==> src/rtl/instr_decode_queue.sv <==
// Instruction decode queue: a circular FIFO of fetched {pc, instr} pairs between
// fetch and decode. The head entry is presented already split into MIPS fields.
module instr_decode_queue #(
    parameter int INSTR_W   = 32,
    parameter int PC_W      = 32,
    parameter int DEPTH     = 4,
    parameter int IMM_EXT_W = 32
) (
    input  logic                     clk,
    input  logic                     rst_n,
    input  logic                     flush,
    input  logic                     in_valid,
    output logic                     in_ready,
    input  logic [INSTR_W-1:0]       in_instr,
    input  logic [PC_W-1:0]          in_pc,
    output logic                     out_valid,
    input  logic                     out_ready,
    output logic [PC_W-1:0]          out_pc,
    output logic [INSTR_W-1:0]       out_instr,
    output logic [5:0]               out_opcode,
    output logic [4:0]               out_rs,
    output logic [4:0]               out_rt,
    output logic [4:0]               out_rd,
    output logic [4:0]               out_shamt,
    output logic [5:0]               out_funct,
    output logic [IMM_EXT_W-1:0]     out_simm,
    output logic [IMM_EXT_W-1:0]     out_zimm,
    output logic [25:0]              out_jaddr,
    output logic [1:0]               out_fmt,
    output logic [$clog2(DEPTH):0]   count
);

    localparam int PTR_W = $clog2(DEPTH);
    localparam int CNT_W = PTR_W + 1;

    logic [INSTR_W-1:0] instr_mem [DEPTH];
    logic [PC_W-1:0]    pc_mem    [DEPTH];
    logic [PTR_W-1:0]   wr_ptr;
    logic [PTR_W-1:0]   rd_ptr;
    logic               push;
    logic               pop;
    logic [INSTR_W-1:0] head_instr;
    logic [PC_W-1:0]    head_pc;

    // Ready/valid come only from registered occupancy, so there is no
    // combinational path from out_ready to in_ready. Flush cancels both
    // transfers so the instruction offered in a flush cycle is never accepted.
    assign in_ready  = (count != CNT_W'(DEPTH));
    assign out_valid = (count != '0);
    assign push      = in_valid && in_ready && !flush;
    assign pop       = out_valid && out_ready && !flush;

    // Storage array: written only on an accepted push; cleared by reset.
    always_ff @(posedge clk or negedge rst_n) begin
        if (!rst_n) begin
            for (int i = 0; i < DEPTH; i++) begin
                instr_mem[i] <= '0;
                pc_mem[i]    <= '0;
            end
        end else if (push) begin
            instr_mem[wr_ptr] <= in_instr;
            pc_mem[wr_ptr]    <= in_pc;
        end
    end

    // Pointers and occupancy; pointers wrap naturally since DEPTH is a power of 2.
    always_ff @(posedge clk or negedge rst_n) begin
        if (!rst_n) begin
            wr_ptr <= '0;
            rd_ptr <= '0;
            count  <= '0;
        end else if (flush) begin
            wr_ptr <= '0;
            rd_ptr <= '0;
            count  <= '0;
        end else begin
            if (push) begin
                wr_ptr <= wr_ptr + PTR_W'(1);
            end
            if (pop) begin
                rd_ptr <= rd_ptr + PTR_W'(1);
            end
            case ({push, pop})
                2'b10:   count <= count + CNT_W'(1);
                2'b01:   count <= count - CNT_W'(1);
                default: count <= count;
            endcase
        end
    end

    // Head entry is masked to zero when empty so every field output reads 0.
    assign head_instr = out_valid ? instr_mem[rd_ptr] : '0;
    assign head_pc    = out_valid ? pc_mem[rd_ptr]    : '0;

    assign out_instr  = head_instr;
    assign out_pc     = head_pc;
    assign out_opcode = head_instr[31:26];
    assign out_rs     = head_instr[25:21];
    assign out_rt     = head_instr[20:16];
    assign out_rd     = head_instr[15:11];
    assign out_shamt  = head_instr[10:6];
    assign out_funct  = head_instr[5:0];
    assign out_jaddr  = head_instr[25:0];
    assign out_simm   = IMM_EXT_W'($signed(head_instr[15:0]));
    assign out_zimm   = IMM_EXT_W'(head_instr[15:0]);

    // Format class from opcode: R for 0, J for 2/3, I otherwise; 0 when empty.
    always_comb begin
        out_fmt = 2'b00;
        if (out_valid) begin
            case (head_instr[31:26])
                6'd0:       out_fmt = 2'b00;
                6'd2, 6'd3: out_fmt = 2'b10;
                default:    out_fmt = 2'b01;
            endcase
        end
    end

endmodule

==> config.mk <==
export PLATFORM = sky130hd
export DESIGN_NAME = instr_decode_queue
export DESIGN_NICKNAME = d
export VERILOG_FILES = /design/src/rtl/instr_decode_queue.sv
export SDC_FILE = /design/constraint.sdc
export NUM_CORES = 1
export LEC_CHECK = 0
export CORE_ASPECT_RATIO = 1.5
export CORE_MARGIN = 10
export CORE_UTILIZATION = 40
export CTS_CLUSTER_SIZE = 20
export DETAILED_ROUTE_END_ITERATION = 10
export DONT_BUFFER_PORTS = 1
export PLACE_DENSITY = 0.53
export SYNTH_ARGS = -nofsm -noshare
export SYNTH_HDL_FRONTEND = slang
export SYNTH_SLANG_ARGS = --single-unit
==> constraint.sdc <==
create_clock -name clk -period 2.5 [get_ports clk]
set_clock_uncertainty 0.2 [all_clocks]
set_input_delay 0.125 -clock clk [delete_from_list [all_inputs] [get_ports clk]]
set_output_delay 0.125 -clock clk [all_outputs]
set_load 0.01 [all_outputs]
# ---- Yosys cells after proc, flatten, opt, wreduce, memory -nomap -nowiden
# Cells that the tools add are included.
dict set report classes {
  addsub 4
  magnitude_cmp 3
  eq_ne 5
  mux 20
  bitwise_logic 2
  n_reduce_logical 12
}
# operator n
set op_table {}
lappend op_table {{128-bit bitwise mux} 2}
lappend op_table {{32-bit 2-to-1 mux} 7}
lappend op_table {{32-bit binary-select mux with 2-bit select} 2}
lappend op_table {{32-bit demux with 2-bit select} 1}
lappend op_table {{6-bit by 2-bit == test with 1-bit output, second input constant} 2}
lappend op_table {{2-bit 2-to-1 mux} 5}
lappend op_table {{3-bit >= comparator, second input constant} 2}
lappend op_table {{6-bit zero test} 1}
lappend op_table {{2-bit NOT with 3-bit output} 2}
lappend op_table {{3-bit case mux with 2 select lines} 1}
lappend op_table {{3-bit nonzero test} 2}
lappend op_table {{1-bit logical AND} 5}
lappend op_table {{2-bit by 1-bit adder with 2-bit output, second input constant} 2}
lappend op_table {{2-bit case mux with 2 select lines} 1}
lappend op_table {{2-bit nonzero test} 2}
lappend op_table {{3-bit by 1-bit adder with 3-bit output, second input constant} 1}
lappend op_table {{3-bit by 1-bit < comparator with 1-bit output, second input constant} 1}
lappend op_table {{3-bit 2-to-1 mux} 1}
lappend op_table {{3-bit != test, second input constant} 1}
lappend op_table {{3-bit by 1-bit subtractor with 3-bit output, second input constant} 1}
lappend op_table {{2-bit by 1-bit == test with 1-bit output, second input constant} 1}
lappend op_table {{2-bit == test, second input constant} 1}
lappend op_table {{2-bit OR reduction} 1}
lappend op_table {{1-bit zero test} 1}
dict set report word_totals {
  reg_bits 263
  out_inout_bits 193
  elab_cells 57
}

# ---- Depth between registers and ports, before layout
dict set report logic_depth {
  depth_word 9
  depth_mapped 9
  mapped_depth_nobuf 7
}

# ---- Worst setup path before layout
# Ideal clock, no wire load.
dict set report synth_path {
  kind {flip-flop to output port}
  startpoint {reg rd_ptr[0]}
  endpoint {out out_jaddr[15]}
  arrival_time_ns 2.025
  path_slack_ns 0.150
  path_stages_with_launch 6
  path_buffers 3
  cell_sequence {dfrtp_1 -> buf_2 -> buf_2 -> mux4_2 -> and2_1 -> buf_4}
}
dict set report synth_via {
  elab_chain_cells 5
}
# item line
set synth_rtl {}
lappend synth_rtl {{from (decl)} 39} ;# logic [PTR_W-1:0] rd_ptr;
lappend synth_rtl {{from (signal assigned)} 81} ;# rd_ptr <= rd_ptr + PTR_W'(1);
lappend synth_rtl {{2-bit NOT with 3-bit output (not written as such)} 92} ;# assign head_instr = out_valid ? instr_mem[rd_ptr] : '0;
lappend synth_rtl {{32-bit binary-select mux with 2-bit select} 92}
lappend synth_rtl {{32-bit 2-to-1 mux (not written as such) (2 in a row)} 92}
lappend synth_rtl {{32-bit 2-to-1 mux} 92}
lappend synth_rtl {{to (decl)} 28} ;# output logic [25:0] out_jaddr,
# No other way between the ends. The select of a mux whose other input is x is not followed.

# ---- Worst setup path after layout
dict set report layout_path {
  startpoint {reg rd_ptr[0]}
  endpoint {out out_fmt[0]}
}
dict set report layout_via {
  elab_chain_cells 9
  word_cells_on_any_way 11
}
# item line
set layout_rtl {}
lappend layout_rtl {{2-bit NOT with 3-bit output (not written as such) *} 92}
lappend layout_rtl {{32-bit binary-select mux with 2-bit select *} 92}
lappend layout_rtl {{32-bit 2-to-1 mux (not written as such) * (2 in a row)} 92}
lappend layout_rtl {{32-bit 2-to-1 mux *} 92}
lappend layout_rtl {{6-bit by 2-bit == test with 1-bit output} 111} ;# case (head_instr[31:26])
lappend layout_rtl {{2-bit OR reduction} 111}
lappend layout_rtl {{2-bit case mux with 2 select lines *} 111}
lappend layout_rtl {{2-bit 2-to-1 mux *} 110} ;# if (out_valid) begin
lappend layout_rtl {{to (decl)} 29} ;# output logic [1:0] out_fmt,
# Every way passes the cells marked *; elsewhere a longest branch is shown, timed or not. The select of a mux whose other input is x is not followed.

==> run summary <==
status -> finished, violations left
failing checks -> hold timing, setup timing
Seq/Total Area, Yosys -> 50.7%
Critical Path RT -> 2170 ps
CTS max path bufs -> 3
pin count of the biggest net entering global routing -> 264
drt total wl -> 29,000 um
P&R area growth vs syn -> 13.0%
P_leak -> 6.43 nW
Synth Register Bits -> 263
nets -> 926
core footprint -> 31,900 um^2
Hold Vio Cnt, Final -> 263
DRT Pass-1 Iters -> 4
CP endpoint kind -> output pin
hold buffer count at cts -> 68
Worst-path clk slew -> 60 ps
post-layout minimum cycle time -> 2650 ps
clock insertion delay at the later pin of the skew report -> 550 ps
Worst slew margin -> 55.1%
Reg power frac -> 41.5%
Post-Synth Simple-Gate Area -> 4.41%
Worst setup SP type -> flop
Die X -> 167 um
Clock power frac -> 28.2%
hold slack -> -912 ps
routability cong. -> 0.706
r2r endpoint -> count[1]
Mapped Area -> 13,000 um^2
Initial Util -> 40.7%
worst reg-to-reg path cell count -> 5
vias in the first global route -> 7,784
switch share -> 28.8%
area of the multi-input gates -> 5280 um^2
DR iter-0 viols -> 206
final non-filler cell total -> 1,283
post-synthesis compound-gate area fraction -> 0.559%
Root Buffer -> clkbuf_16
Post-DP Area -> 12,600 um^2
placed cell count -> 1,149
gr usage total -> 14.1%
Final Cycle Share -> 106%
RSZ-0062 raised after global routing -> true
ys async rst share -> 100%
port bufs -> 0
DRT antenna net count -> 0
Worst-Margin Slew -> 673 ps
Comb pwr share -> 30.3%
total power -> 16.0 mW
initial antenna violation count -> 3
startpoint of the worst register-to-register path -> count[1]
global-route wire length before repair -> 45,500 um
CTS tree -> yes
pwr dens -> 1090 nW/um^2
# setup viols final -> 99
xor and xnor fraction of the mapped netlist area -> 0.337%
Routed wire per std cell -> 22.6 um
synth unique cells -> 37
via count -> 6,697
fin. max-slew vios -> 0
# DRC -> 0
Final Instance Area -> 14,700 um^2
commonest register cell after synthesis -> dfrtp_1
design internal power -> 11.4 mW
Num CTS Buffers -> 28
Ports -> 262
Max VDD drop -> 656 uV
# rows -> 80
dpl ws -> 84.7 ps
Max-Cap Viols -> 0
R2R setup slack -> 160 ps
YS warnings -> 0
Synth Area in Adders -> 0.539%
CTS Sinks -> 263
share of layout cells above drive strength 1 -> 47.2%
Post-Syn Instances -> 872
global route overflow -> 0
Hold Path Class -> in2async
final design utilization -> 46.0%
post-synthesis mux area share -> 33.4%
Die Area -> 40,200 um^2
f_max -> 378 MHz
register area -> 6590 um^2
H-tree levels -> 1
die height -> 241 um
via/cell ratio -> 5.22
hpwl dp -> 18,200 um
post-route setup TNS -> -5560 ps
synthesized area per cell -> 14.9 um^2
P_sw -> 4.61 mW
Worst Path Max Fanout -> 8
number of fill cells in the layout -> 2,770
largest family of logic cells by synthesized area -> multiplexers
CP arrival -> 2320 ps
Worst Slack Setup Final -> -147 ps
Worst Setup Path Type -> reg2out
Post-synth EDFFs -> 0
==> layout by cell type, fill, tap and decap left out, drive strengths merged, types with 4 or more instances in the layout <==
master,n
and2,65
buf,36
bufinv,5
clkbuf,41
conb,16
dfrtp,263
dlygate4sd3,68
ha,4
inv,5
mux2,256
mux4,64
nand2,7
nor2,6
==> Yosys cell counts (3+ instances only) <==
library cell  number  area share [%]
dfrtp_1          263              51
mux2_2           213              18
buf_4            123             7.1
and2_1            65             3.1
mux4_2            64              11
mux2_1            43             3.7
buf_6             24             2.1
clkbuf_1          15            0.43
buf_2              9            0.35
nor2_1             6            0.17
ha_1               4            0.39
inv_1              4            0.12
nand2_4            4            0.35
a31oi_1            3            0.14
nand2_1            3           0.087
nand3_1            3            0.12
xor2_1             3            0.20
==> worst max-delay path, cell delays in order, from the launching register on <==
cell and delay (ps):
dfrtp_4 520, mux4_2 580, nor4_4 310, buf_4 180, a21boi_2 50, buf_4 140
==> routing by layer <==
| metal | part of all wire, % | up-vias | wire, um | track usage [%] |
|---|---|---|---|---|
| met5 | 0.093 | - | 27 | 0 |
| met1 | 40 | 3561 | 11600 | 16.1 |
| met4 | 1.8 | 4 | 527 | 4.34 |
| li1 | - | 2932 | - | - |
| met2 | 53 | 165 | 15400 | 26.0 |
| met3 | 5.0 | 35 | 1440 | 2.98 |
==> cell families after synthesis <==
| family | count (synthesis) |
|---|---|
| multiplexers | 321 |
| buffers and inverters | 176 |
| adder cells (fa/ha/maj) | 5 |
| flip-flops | 263 |
| XOR/XNOR | 5 |
| AND/OR/NAND/NOR | 90 |
| other | 1 |
| AO/OA/AOI/OAI | 11 |
==> timing repair <==
item	in CTS	in global routing
endpoints found under the setup margin	168	140
gates cloned	2	2
gates resized for setup	62	25
buffers inserted	6	5
pin swaps	1	1
endpoints found under the hold margin	526	263
==> state kept, by name, summed over array words and instances, names as in the netlist <==
signal and flops:
count 3, instr_mem 128, pc_mem 128, rd_ptr 2, wr_ptr 2
==> worst max-delay path by stage <==
stage	startpoint	end	slack, ps	cells after the start
finish	rd_ptr[0]	out_fmt[0]	-150	5
global route	rd_ptr[0]	out_fmt[0]	-230	5
CTS	rd_ptr[0]	out_fmt[0]	-220	5
detailed placement	count[1]	count[2]	80	7
global placement	count[1]	pc_mem[127]	160	5
floorplan	rd_ptr[0]	out_jaddr[15]	150	5
==> area by class of cell <==
type	instances	share of cell area, %
diodes	1	0.0170
clock buffers	39	5.61
clock inverters	11	1.29
inverters	4	0.102
multi-input cells	448	35.9
flip-flops and latches	263	44.9
well taps	410	3.49
repair buffers	107	8.71
==> power groups by stage <==
| stage | Clock (mW) | Combinational (mW) | Sequential, mW |
|---|---|---|---|
| after floorplan | 0 | 4.37 | 6.38 |
| after global placement | 0 | 4.14 | 6.54 |
| after detailed placement | 0 | 4.29 | 6.73 |
| after CTS | 4.66 | 4.78 | 6.64 |
| after global routing | 4.81 | 5.24 | 6.82 |
| final | 4.50 | 4.85 | 6.63 |
No activity file was read; power rests on OpenSTA's default activity.
